[src/rtl/pc_unit_if.sv]
// Fetch-stage PC bundle: redirect controls in, current PC and RAS status out.
// Latency: none (wires only).
// Backpressure: stall is carried here; the driver holds the controls while stall is high.
interface pc_unit_if #(
  parameter int N = 32
);
  logic         stall;
  logic         branch_taken;
  logic [N-1:0] branch_target;
  logic         jump;
  logic         call;
  logic         ret;
  logic [N-1:0] jump_target;
  logic [N-1:0] pc;
  logic [N-1:0] pc_plus;
  logic         ras_empty;
  logic         ras_full;
  logic         ras_underflow;
  logic         misaligned;

  // Sequencer / decode side: drives redirects and watches the PC.
  modport master (
    output stall, branch_taken, branch_target, jump, call, ret, jump_target,
    input  pc, pc_plus, ras_empty, ras_full, ras_underflow, misaligned
  );

  // PC unit side.
  modport slave (
    input  stall, branch_taken, branch_target, jump, call, ret, jump_target,
    output pc, pc_plus, ras_empty, ras_full, ras_underflow, misaligned
  );
endinterface

[src/rtl/pc_unit.sv]
// Program counter with next-PC select and a circular return-address stack.
// Latency: every selection lands on pc at the next rising edge (one cycle).
// Backpressure: stall freezes pc and the RAS and ignores all redirect inputs.
module pc_unit #(
  parameter int           N            = 32,
  parameter logic [N-1:0] RESET_VECTOR = '0,
  parameter int           INC          = 4,
  parameter int           RAS_DEPTH    = 4
) (
  input logic     clk,
  input logic     rst,
  pc_unit_if.slave pc_bus
);

  localparam int            PW      = $clog2(RAS_DEPTH);
  localparam int            CW      = PW + 1;
  localparam logic [CW-1:0] DEPTH_C = CW'(RAS_DEPTH);
  localparam int            IW      = (INC > 1) ? $clog2(INC) : 1;

  logic [N-1:0]  pc_q, pc_d;
  logic [N-1:0]  pc_plus;
  logic [PW-1:0] top_q, top_d;
  logic [CW-1:0] cnt_q, cnt_d;
  logic          empty_q, full_q;
  logic          unf_q, unf_d;
  logic [N-1:0]  ras_q [RAS_DEPTH];

  logic          wr_en;
  logic [PW-1:0] wr_idx;
  logic [N-1:0]  wr_dat;

  assign pc_plus = pc_q + N'(INC);

  // Next-PC select and RAS bookkeeping; ret outranks everything but stall,
  // and a simultaneous call turns the pop+push into an in-place overwrite.
  always_comb begin
    pc_d   = pc_plus;
    top_d  = top_q;
    cnt_d  = cnt_q;
    unf_d  = 1'b0;
    wr_en  = 1'b0;
    wr_idx = top_q + PW'(1);
    wr_dat = pc_plus;
    if (pc_bus.stall) begin
      pc_d = pc_q;
    end else if (pc_bus.ret && pc_bus.call) begin
      pc_d  = pc_bus.jump_target;
      wr_en = 1'b1;
      if (cnt_q != '0) begin
        wr_idx = top_q;
      end else begin
        top_d = top_q + PW'(1);
        cnt_d = CW'(1);
      end
    end else if (pc_bus.ret) begin
      if (cnt_q != '0) begin
        pc_d  = ras_q[top_q];
        top_d = top_q - PW'(1);
        cnt_d = cnt_q - CW'(1);
      end else begin
        unf_d = 1'b1;
      end
    end else if (pc_bus.call) begin
      pc_d  = pc_bus.jump_target;
      wr_en = 1'b1;
      top_d = top_q + PW'(1);
      // Full stack wraps over its oldest entry; count saturates.
      if (cnt_q != DEPTH_C) cnt_d = cnt_q + CW'(1);
    end else if (pc_bus.jump) begin
      pc_d = pc_bus.jump_target;
    end else if (pc_bus.branch_taken) begin
      pc_d = pc_bus.branch_target;
    end
  end

  // PC, stack pointer, count and registered status flags.
  always_ff @(posedge clk or posedge rst) begin
    if (rst) begin
      pc_q    <= RESET_VECTOR;
      top_q   <= '0;
      cnt_q   <= '0;
      empty_q <= 1'b1;
      full_q  <= 1'b0;
      unf_q   <= 1'b0;
    end else begin
      pc_q    <= pc_d;
      top_q   <= top_d;
      cnt_q   <= cnt_d;
      empty_q <= (cnt_d == '0);
      full_q  <= (cnt_d == DEPTH_C);
      unf_q   <= unf_d;
    end
  end

  // Stack storage; contents are only ever read below a valid count, so no reset.
  always_ff @(posedge clk) begin
    if (wr_en) ras_q[wr_idx] <= wr_dat;
  end

  generate
    if (INC == 1) begin : g_no_align
      assign pc_bus.misaligned = 1'b0;
    end else begin : g_align
      assign pc_bus.misaligned = |pc_q[IW-1:0];
    end
  endgenerate

  assign pc_bus.pc            = pc_q;
  assign pc_bus.pc_plus       = pc_plus;
  assign pc_bus.ras_empty     = empty_q;
  assign pc_bus.ras_full      = full_q;
  assign pc_bus.ras_underflow = unf_q;

endmodule

[src/flat_wrapper.sv]
// flat-port wrapper written by rule: the top's interface ports become plain ports
module pc_unit_flat 
#(
  parameter int           N            = 32,
  parameter logic [N-1:0] RESET_VECTOR = '0,
  parameter int           INC          = 4,
  parameter int           RAS_DEPTH    = 4
)
  (clk, rst, pc_bus_stall, pc_bus_branch_taken, pc_bus_branch_target, pc_bus_jump, pc_bus_call, pc_bus_ret, pc_bus_jump_target, pc_bus_pc, pc_bus_pc_plus, pc_bus_ras_empty, pc_bus_ras_full, pc_bus_ras_underflow, pc_bus_misaligned);
  pc_unit_if #(.N(N)) pc_bus_i ();
  input logic clk;
  input logic rst;
  input wire logic [$bits(pc_bus_i.stall)-1:0] pc_bus_stall;
  input wire logic [$bits(pc_bus_i.branch_taken)-1:0] pc_bus_branch_taken;
  input wire logic [$bits(pc_bus_i.branch_target)-1:0] pc_bus_branch_target;
  input wire logic [$bits(pc_bus_i.jump)-1:0] pc_bus_jump;
  input wire logic [$bits(pc_bus_i.call)-1:0] pc_bus_call;
  input wire logic [$bits(pc_bus_i.ret)-1:0] pc_bus_ret;
  input wire logic [$bits(pc_bus_i.jump_target)-1:0] pc_bus_jump_target;
  output wire logic [$bits(pc_bus_i.pc)-1:0] pc_bus_pc;
  output wire logic [$bits(pc_bus_i.pc_plus)-1:0] pc_bus_pc_plus;
  output wire logic [$bits(pc_bus_i.ras_empty)-1:0] pc_bus_ras_empty;
  output wire logic [$bits(pc_bus_i.ras_full)-1:0] pc_bus_ras_full;
  output wire logic [$bits(pc_bus_i.ras_underflow)-1:0] pc_bus_ras_underflow;
  output wire logic [$bits(pc_bus_i.misaligned)-1:0] pc_bus_misaligned;
  assign pc_bus_i.stall = pc_bus_stall;
  assign pc_bus_i.branch_taken = pc_bus_branch_taken;
  assign pc_bus_i.branch_target = pc_bus_branch_target;
  assign pc_bus_i.jump = pc_bus_jump;
  assign pc_bus_i.call = pc_bus_call;
  assign pc_bus_i.ret = pc_bus_ret;
  assign pc_bus_i.jump_target = pc_bus_jump_target;
  assign pc_bus_pc = pc_bus_i.pc;
  assign pc_bus_pc_plus = pc_bus_i.pc_plus;
  assign pc_bus_ras_empty = pc_bus_i.ras_empty;
  assign pc_bus_ras_full = pc_bus_i.ras_full;
  assign pc_bus_ras_underflow = pc_bus_i.ras_underflow;
  assign pc_bus_misaligned = pc_bus_i.misaligned;
  pc_unit #(.N(N), .RESET_VECTOR(RESET_VECTOR), .INC(INC), .RAS_DEPTH(RAS_DEPTH)) u_core (.clk(clk), .rst(rst), .pc_bus(pc_bus_i));
endmodule
[config.mk]
export PLATFORM = sky130hd
export DESIGN_NAME = pc_unit_flat
export DESIGN_NICKNAME = d
export VERILOG_FILES = /design/src/rtl/pc_unit_if.sv /design/src/rtl/pc_unit.sv /design/src/flat_wrapper.sv
export SDC_FILE = /design/constraint.sdc
export NUM_CORES = 1
export LEC_CHECK = 0
export ABC_AREA = 1
export ABC_CLOCK_PERIOD_IN_PS = 5800
export BUFFER_PORTS_ARGS = -buffer_cell sky130_fd_sc_hd__buf_2
export CORE_ASPECT_RATIO = 1.2
export CORE_UTILIZATION = 60
export DETAILED_ROUTE_END_ITERATION = 8
export PLACE_DENSITY = 0.95
export SYNTH_ARGS = -nofsm -noshare
export SYNTH_HDL_FRONTEND = slang
export SYNTH_SLANG_ARGS = --single-unit
[constraint.sdc]
create_clock -name clk -period 5.8 [get_ports clk]
set_clock_uncertainty 0.15 [all_clocks]
set_input_delay 0.29 -clock clk [delete_from_list [all_inputs] [get_ports clk]]
set_output_delay 0.29 -clock clk [all_outputs]
set_load 0.02 [all_outputs]
After elaboration in Yosys (flattened, before gate mapping)
Memory sizes are Yosys's and may differ from the RTL's.
Cells that the tools add are included.
{ "op_classes": {"mux": 30, "eq_ne": 3, "n_reduce_logical": 6, "n_addsub": 5, "bitwise": 1} }
{ "ops": {"columns": ["operator", "n"], "rows": [
  ["32-bit 2-to-1 mux", 6],
  ["32-bit by 3-bit adder with 32-bit output, second input constant", 1],
  ["3-bit 2-to-1 mux", 7],
  ["2-bit 2-to-1 mux", 7],
  ["1-bit 2-to-1 mux", 10],
  ["3-bit nonzero test", 2],
  ["3-bit by 1-bit adder with 3-bit output, second input constant", 1],
  ["3-bit == test, second input constant", 1],
  ["3-bit logical NOT", 1],
  ["3-bit by 1-bit != test with 1-bit output, second input constant", 1],
  ["3-bit != test, second input constant", 1],
  ["3-bit AND reduction", 1],
  ["3-bit by 1-bit subtractor with 3-bit output, second input constant", 1],
  ["2-bit by 1-bit adder with 2-bit output, second input constant", 1],
  ["2-bit OR reduction", 1],
  ["2-bit by 1-bit subtractor with 2-bit output, second input constant", 1],
  ["1-bit logical AND", 1],
  ["1-bit inverter", 1]
]} }
{ "word_totals": {"memories": 1, "reg_bits": 40, "word_cells": 52, "output_inout_bits": 68, "input_bits": 71, "mem_bits_rw": 128} }
{ "mem_list": {"columns": ["name", "depth", "word_bits", "read_ports", "rd_ports_with_merged_regs", "write_ports", "line_no", "text"], "rows": [
  ["u_core.ras_q", 4, 32, 1, 0, 1, "pc_unit.sv:26", "logic [N-1:0] ras_q [RAS_DEPTH];"]
]} }

Logic depth before layout (Yosys ltp)
Gate-level depths: netlist of the first run.
{ "depth": {"ltp_word": 7, "mapped_depth": 14, "depth_no_buf": 14} }

Worst setup path before layout of the first run
No wires, ideal clock.
{ "synth_timing": {"kind": "reg-to-reg", "from": "register u_core.cnt_q[0]", "to": "memory u_core.ras_q[1][0] (enable)", "path_buffers": 0, "setup_ps": 421, "arrival_time_ps": 2768, "stages_incl_launch_ff": 10, "t_required_ps": 5229, "slack_ps": 2461, "period_less_slack_ps": 3339, "cell_sequence": "dfrtp_1 inv_1 ha_1 inv_1 nor2_4 nor2_2 nand2_1 xor2_1 nand2_1 nor2_1"} }
{ "synth_via": {"elab_chain_len": 4} }
{ "synth_rtl": {"columns": ["element", "line_no", "text"], "rows": [
  ["start, declared", "pc_unit.sv:23", "logic [CW-1:0] cnt_q, cnt_d;"],
  ["start signal, assigned", "pc_unit.sv:88", "cnt_q <= cnt_d;"],
  ["3-bit nonzero test", "pc_unit.sv:49", "if (cnt_q != '0) begin"],
  ["2-bit 2-to-1 mux", "pc_unit.sv:49", null],
  ["2-bit 2-to-1 mux", "pc_unit.sv:46", "end else if (pc_bus.ret && pc_bus.call) begin"],
  ["2-bit 2-to-1 mux", "pc_unit.sv:44", "if (pc_bus.stall) begin"],
  ["end, declared", "pc_unit.sv:26", null]
]} }
Every way passes these cells.

Worst setup path after layout of the first run
{ "layout_timing": {"from": "register u_core.top_q[1]", "to": "memory u_core.ras_q[3][31] (enable)"} }
{ "layout_via": {"elab_chain_len": 4} }
{ "layout_rtl": {"columns": ["element", "line_no", "text"], "rows": [
  ["start, declared", "pc_unit.sv:22", "logic [PW-1:0] top_q, top_d;"],
  ["start signal, assigned", "pc_unit.sv:87", "top_q <= top_d;"],
  ["2-bit by 1-bit adder with 2-bit output", "pc_unit.sv:42", "wr_idx = top_q + PW'(1);"],
  ["2-bit 2-to-1 mux", "pc_unit.sv:49", null],
  ["2-bit 2-to-1 mux", "pc_unit.sv:46", null],
  ["2-bit 2-to-1 mux (*)", "pc_unit.sv:44", null]
]} }
Every way passes the cells marked *; elsewhere a longest branch is shown, timed or not.

==> impl_metrics.py, run 1 <==
metrics = {
    "clock_network": {
        "htreeDepth": 4,
        "cts_root_buf": "clkbuf_16",
        "clockBufferDepth": 2,
        "clock_sinks": 168,
        "clock_latency_ns": 0.43,
        "cts_tree": "built",
        "clk_pin_slew_worst_paths_ns": 0.06,
        "numCtsBuffers": 17,
    },
    "timing": {
        "hold_violations": 0,
        "period_minus_slack_ns": 4.26,
        "fin_tns_setup_ns": 0,
        "max_freq_mhz": 235,
        "maxSlewHeadroom": 0.263,
        "setup_viol": 0,
        "final_max_slew_viol_count": 0,
        "rsz0062_at_grt": "false",
        "fin_crit_sh": 0.734,
        "tightest_slew_ns": 1.10,
    },
    "global_route": {
        "antenna_found_initial": 0,
        "grt_pass1_vias": 8053,
        "gr-usage-all-layers": 0.373,
        "grt_start_max_net_pins": 68,
        "gr-total-overflow": 0,
        "grt_pass1_wl_mm": 43.1,
    },
    "outcome": {
        "status": "complete, no violations",
    },
    "final_layout": {
        "n_antenna_cell": 0,
        "area_growth_pct": 15.3,
        "fin_util": 0.705,
        "drive_gt1_frac": 0.181,
        "finalNetCount": 1277,
        "final_common_cell": "nand2_1",
        "final_cell_mix": "nand2_1 (317), nor2_1 (167), buf_2 (138)",
    },
    "synth": {
        "synth-edff-count": 128,
        "synth-seq-area-share": 0.532,
        "netlist_area_sq_um": 9110,
        "synth_area_per_cell_sq_um": 8.39,
        "synth_seq_cells": 168,
        "syn-num-nets": 1162,
        "synth_top_flop_cell": "edfxtp_1",
        "synth_warnings": 0,
        "synth_cell_types": 43,
        "syn_inst": 1086,
        "async_flop_share": 0.238,
    },
    "setup_path": {
        "crit_chain": "inv_1 -> nand2_1 -> nand2_1 -> nand2_1 -> o211ai_1 -> o22ai_1 -> inv_1 -> nor2_2 -> buf_4",
        "startpoint_type": "flip-flop",
        "worstSetupEndpointType": "flip-flop",
        "worst_ep_arrival_time_ns": 4.20,
        "r2r_cells": 9,
        "slowest_delay_ns": 1.03,
        "critPathKind": "flip-flop to flip-flop",
        "required_ns": 5.74,
        "cp_slowest_cell": "dfrtp_1",
        "cpMostUsedCell": "nand2_1",
        "rrSetupSlack_ns": 1.54,
        "crit_fanout": 37,
    },
    "hold_path": {
        "min_path_cells": 3,
        "hp-class": "input port to flip-flop",
    },
    "detailed_routing": {
        "dr.pass1.iters": 7,
        "post-route-drc-count": 0,
        "via_per_inst": 6.20,
        "wl_mm": 28.3,
        "ant_nets": 0,
        "wire_per_inst_um": 19.9,
        "vias": 8789,
        "drtIter0Drc": 1666,
    },
    "floorplanning": {
        "die_y_um": 137,
        "start_util": 0.612,
        "die_w_um": 115,
        "pin_count": 139,
        "die-area_sq_um": 15700,
        "floorplan.rows": 49,
        "core_area_sq_um": 14900,
    },
    "job": {
        "drv_cap": 0,
    },
    "pwr": {
        "power_mw": 4.74,
        "leakage_nw": 4.54,
        "p_per_area_nw_per_um2": 451,
        "peakVddDrop_uv": 251,
    },
    "placed_design": {
        "place_congestion": 0.969,
        "port_buffers": 138,
        "dpl.hpwl_mm": 18.8,
    },
}
[flip-flops by register name (all words and copies together), names as in the netlist]
| register | count |
|---|---|
| u_core.ras_q | 128 |
| u_core.pc_bus.pc | 32 |
| u_core.cnt_q | 3 |
| u_core.top_q | 2 |
| u_core.pc_bus.ras_empty | 1 |
| u_core.pc_bus.ras_full | 1 |
| u_core.pc_bus.ras_underflow | 1 |
[repair_timing]
action                                 in CTS  in global routing
setup buffers                               0                  0
endpoints found under the hold margin      40                  0
hold buffers                                2                  0
resized for setup                           0                  0
[report_power, final]
part | leakage [nW] | internal (mW) | switching, mW
Sequential | 1.65 | 1.58 | 0.269
Combinational | 2.59 | 0.488 | 1.21
Clock | 0.301 | 0.738 | 0.446
Total | 4.54 | 2.81 | 1.93
[worst paths after layout]
path / end / startpoint
min in group asynchronous: u_core.pc_bus.ras_full / rst
max in group asynchronous: u_core.top_q[0] / rst
worst min register to register: u_core.cnt_q[1] / u_core.cnt_q[1]
worst max-delay path: u_core.ras_q[3][31] / u_core.top_q[1]
worst max register to register: u_core.ras_q[3][31] / u_core.top_q[1]
worst min-delay path: u_core.pc_bus.pc[1] / pc_bus_jump_target[1]
[through the flow]
step,cell area (sq um),hold slack (ns),instances,worst slack [ns]
floorplan,9110,0.313,1086,2.46
global placement,9870,0.300,1384,1.92
detailed placement,9870,0.298,1384,1.62
CTS,10500,0.00795,1418,1.67
global route,10500,0.0380,1418,1.26
finish,10500,0.0232,1418,1.54
[critical path, delay by kind of cell (launching register included)]
family / cells / cell delay [ns]
DFF: 1 / 1.03
AOI/OAI and AO/OA: 2 / 0.47
buffers and inverters: 3 / 1.40
and+or+nand+nor: 4 / 0.84
[logic make-up (layout without fill, tap and decap cells)]
kind of cell,count (synthesis),in the layout,synth area share
flip-flops,168,168,0.532
buffers and inverters,121,249,0.0586
AO/OA/AOI/OAI,204,204,0.124
XOR/XNOR,15,15,0.0194
AND/OR/NAND/NOR,573,573,0.260
adder cells (fa/ha/maj),5,5,0.00686
[layout make-up]
type | instances | area [sq um]
Clock buffer | 22 | 464
Clock inverter | 10 | 151
Fill cell | 1038 | 4390
Inverter | 66 | 248
Multi-Input combinational cell | 797 | 3750
Sequential cell | 168 | 4850
Tap cell | 204 | 255
Timing Repair Buffer | 151 | 793
[layer usage]
metal | vias to the layer above | GRT usage | part of all wire | wire, um
met5 | - | 0 | 0.00035 | 10
met4 | 2 | 0.160 | 0.045 | 1270
met3 | 149 | 0.112 | 0.15 | 4300
met2 | 820 | 0.569 | 0.45 | 12800
met1 | 3966 | 0.496 | 0.35 | 9870
li1 | 3852 | - | - | -
[synth_stat cells (3+ instances only)]
master | instances | area [sq um]
edfxtp_1 | 128 | 3840
nand3b_1 | 8 | 60.1
inv_1 | 64 | 240
nor2_4 | 8 | 90.1
a31oi_1 | 3 | 18.8
o22ai_1 | 32 | 200
dfrtp_1 | 39 | 976
ha_1 | 5 | 62.6
o21ai_0 | 95 | 475
buf_2 | 16 | 80.1
xnor2_2 | 4 | 65.1
buf_1 | 3 | 11.3
or2_2 | 4 | 25.0
nor2_1 | 172 | 646
nand2_1 | 317 | 1190
o211ai_1 | 12 | 90.1
clkbuf_8 | 3 | 41.3
xor2_1 | 7 | 61.3
a21oi_1 | 47 | 235
nand3_1 | 43 | 215
clkbuf_1 | 26 | 97.6
nand4_1 | 3 | 18.8
buf_4 | 6 | 45.0
o21ai_1 | 6 | 30.0
nor2_2 | 5 | 31.3
nand2_2 | 6 | 37.5
(Power assumes the default switching activity.)
==> run 2: changes to the inputs <==
--- a/config.mk
+++ b/config.mk
@@ -6,12 +6,12 @@
 export NUM_CORES = 1
 export LEC_CHECK = 0
 export ABC_AREA = 1
-export ABC_CLOCK_PERIOD_IN_PS = 5800
+export ABC_CLOCK_PERIOD_IN_PS = 4300
 export BUFFER_PORTS_ARGS = -buffer_cell sky130_fd_sc_hd__buf_2
 export CORE_ASPECT_RATIO = 1.2
-export CORE_UTILIZATION = 60
+export CORE_UTILIZATION = 58
 export DETAILED_ROUTE_END_ITERATION = 8
-export PLACE_DENSITY = 0.95
+export PLACE_DENSITY = 0.93
 export SYNTH_ARGS = -nofsm -noshare
 export SYNTH_HDL_FRONTEND = slang
 export SYNTH_SLANG_ARGS = --single-unit
==> constraint.sdc (replaced) <==
create_clock -name clk -period 4.3 [get_ports clk]
set_clock_uncertainty 0.15 [all_clocks]
set_input_delay 0.215 -clock clk [delete_from_list [all_inputs] [get_ports clk]]
set_output_delay 0.215 -clock clk [all_outputs]
set_load 0.02 [all_outputs]
==> run 2 against run 1 <==
Effect of this change: the flow now finishes with violations (DRC); sequential share of layout area shrank 0.94 points; first-iteration DRC count is 2.6% lower; hold slack better by 0.016 ns; sequential power up 31%; routed wire length is 1.8% higher; total power rose by 33%; non-clock buffer count increased by 24; clock power is 26% higher; clock-buffer cell count shrank 5; largest cell class unchanged; utilization increased by 0.30 points; final area grew 2.1%.
==> impl_metrics.py, run 2 (synthesis results as in run 1) <==
metrics = {
    "outcome": {
        "status": "finished, violations left",
        "violations": "DRC",
    },
    "global_route": {
        "grt_pass1_wl_mm": 44.2,
        "grt_pass1_vias": 8355,
        "gr-usage-all-layers": 0.367,
        "use_met2": 0.562,
        "grt_start_max_net_pins": 66,
        "gr-total-overflow": 0,
        "globalRouteMet3Util": 0.0936,
        "antenna_found_initial": 0,
        "grt-busiest-layer": "met2",
        "grt_use_met1": 0.483,
    },
    "detailed_routing": {
        "wire_per_inst_um": 19.9,
        "dr.pass1.iters": 9,
        "vias": 8867,
        "drtIter0Drc": 1622,
        "post-route-drc-count": 7,
        "via_per_inst": 6.15,
        "ant_nets": 0,
        "wl_mm": 28.8,
    },
    "final_layout": {
        "final_cell_mix": "nand2_1 (317), nor2_1 (167), buf_2 (138)",
        "area_growth_pct": 17.7,
        "regMostFlops": "u_core.ras_q",
        "largest_register_ffs": 128,
        "nFillCells": 1034,
        "drive_gt1_frac": 0.183,
        "finalNetCount": 1301,
        "final_common_cell": "nand2_1",
        "n_antenna_cell": 0,
    },
    "timing": {
        "rsz0062_at_grt": "false",
        "maxSlewHeadroom": 0.348,
        "tightest_slew_ns": 0.977,
        "final_max_slew_viol_count": 0,
        "period_minus_slack_ns": 2.99,
        "timing.final.ws_setup_ns": 1.31,
        "fin_crit_sh": 0.696,
        "setup_viol": 0,
        "max_freq_mhz": 334,
        "hold_violations": 0,
        "fin_tns_setup_ns": 0,
        "worst_hold_slack_ns": 0.0392,
    },
    "placed_design": {
        "dpl.hpwl_mm": 18.4,
        "pre_cts_slack_ns": 1.42,
        "port_buffers": 138,
        "place_congestion": 0.967,
    },
    "pwr": {
        "power.internal_mw": 3.64,
        "peakVddDrop_uv": 340,
        "combPwrFrac": 0.375,
        "p_per_area_nw_per_um2": 586,
        "p_sw_mw": 2.64,
        "switching_share": 0.421,
        "clkPwrFrac": 0.238,
        "seqPwrFrac": 0.387,
        "leakage_nw": 4.63,
    },
    "floorplanning": {
        "die_w_um": 116,
        "pin_count": 139,
        "floorplan.rows": 49,
        "die_y_um": 139,
        "die-area_sq_um": 16200,
        "core_area_sq_um": 15100,
        "start_util": 0.602,
    },
    "setup_path": {
        "r2r_end": "u_core.pc_bus.pc[3]",
        "worstSetupEndpointType": "output pin",
        "worstSetupStartpoint": "u_core.pc_bus.pc[3]",
        "crit_fanout": 7,
        "startpoint_type": "flip-flop",
        "r2r_cells": 10,
        "critPathKind": "flip-flop to output pin",
        "rrSetupSlack_ns": 1.36,
        "r2r_start": "u_core.cnt_q[0]",
        "worst_ep_arrival_time_ns": 2.63,
        "required_ns": 3.93,
    },
    "hold_path": {
        "hp-class": "input port to flip-flop",
        "min_path_cells": 5,
        "holdPathEnd": "u_core.pc_bus.pc[8]",
        "hold_start": "pc_bus_jump_target[8]",
    },
    "clock_network": {
        "clockBufferDepth": 2,
        "clock_sinks": 168,
        "cts_resized": 0,
        "numCtsBuffers": 17,
        "postCtsHoldBufs": 21,
        "clock_latency_ns": 0.43,
        "post_cts_buffers": 0,
        "htreeDepth": 4,
        "cts_root_buf": "clkbuf_16",
        "clk_pin_slew_worst_paths_ns": 0.06,
        "cts_tree": "built",
    },
    "job": {
        "drv_cap": 0,
    },
}
==> run 2: how the worst max path moves through the flow <==
stage                                     end  cells after the start
after floorplan            u_core.ras_q[1][0]                      9
after global placement    u_core.ras_q[3][27]                      8
after detailed placement  u_core.ras_q[3][30]                      8
after CTS                  pc_bus_pc_plus[16]                      6
after global routing      u_core.ras_q[3][31]                      9
final                       pc_bus_pc_plus[8]                      5
==> run 2: final cells by class <==
cell class | instances | area [sq um] | area share
Clock buffer | 17 | 425 | 0.0397
Inverter | 66 | 248 | 0.0231
Clock inverter | 15 | 143 | 0.0133
Multi-Input combinational cell | 797 | 3750 | 0.349
Sequential cell | 168 | 4850 | 0.452
Tap cell | 204 | 255 | 0.0238
Timing Repair Buffer | 175 | 1060 | 0.0987
==> run 2: through the flow <==
step	power [mW]	cells	util	cell area, sq um
6_report	6.28	1442	0.708	10700
5_1_grt	6.50	1442	0.708	10700
4_1_cts	6.17	1442	0.708	10700
3_5_place_dp	4.66	1389	0.657	9940
3_3_place_gp	4.58	1389	0.657	9940
2_1_floorplan	3.88	1086	-	9110
==> run 2: power by group through the flow <==
stage                     Sequential, mW  Combinational (mW)  Clock [mW]
after floorplan                     2.43                1.44           0
after global placement              2.43                2.15           0
after detailed placement            2.44                2.22           0
after CTS                           2.41                2.27        1.49
after global routing                2.45                2.51        1.55
final                               2.43                2.36        1.49
==> run 2: metal layers <==
layer / vias to the layer above / wire, um
li1: 3905 / -
met1: 3920 / 9870
met2: 876 / 13200
met3: 166 / 4180
met4: 0 / 1560
met5: - / 0
==> run 2: worst max-delay path, cell delays in order, from the launching register on <==
cell and delay (ns):
dfrtp_1 0.50, ha_1 0.34, nand3_1 0.27, nor2_1 0.25, xor2_1 0.55, buf_2 0.28
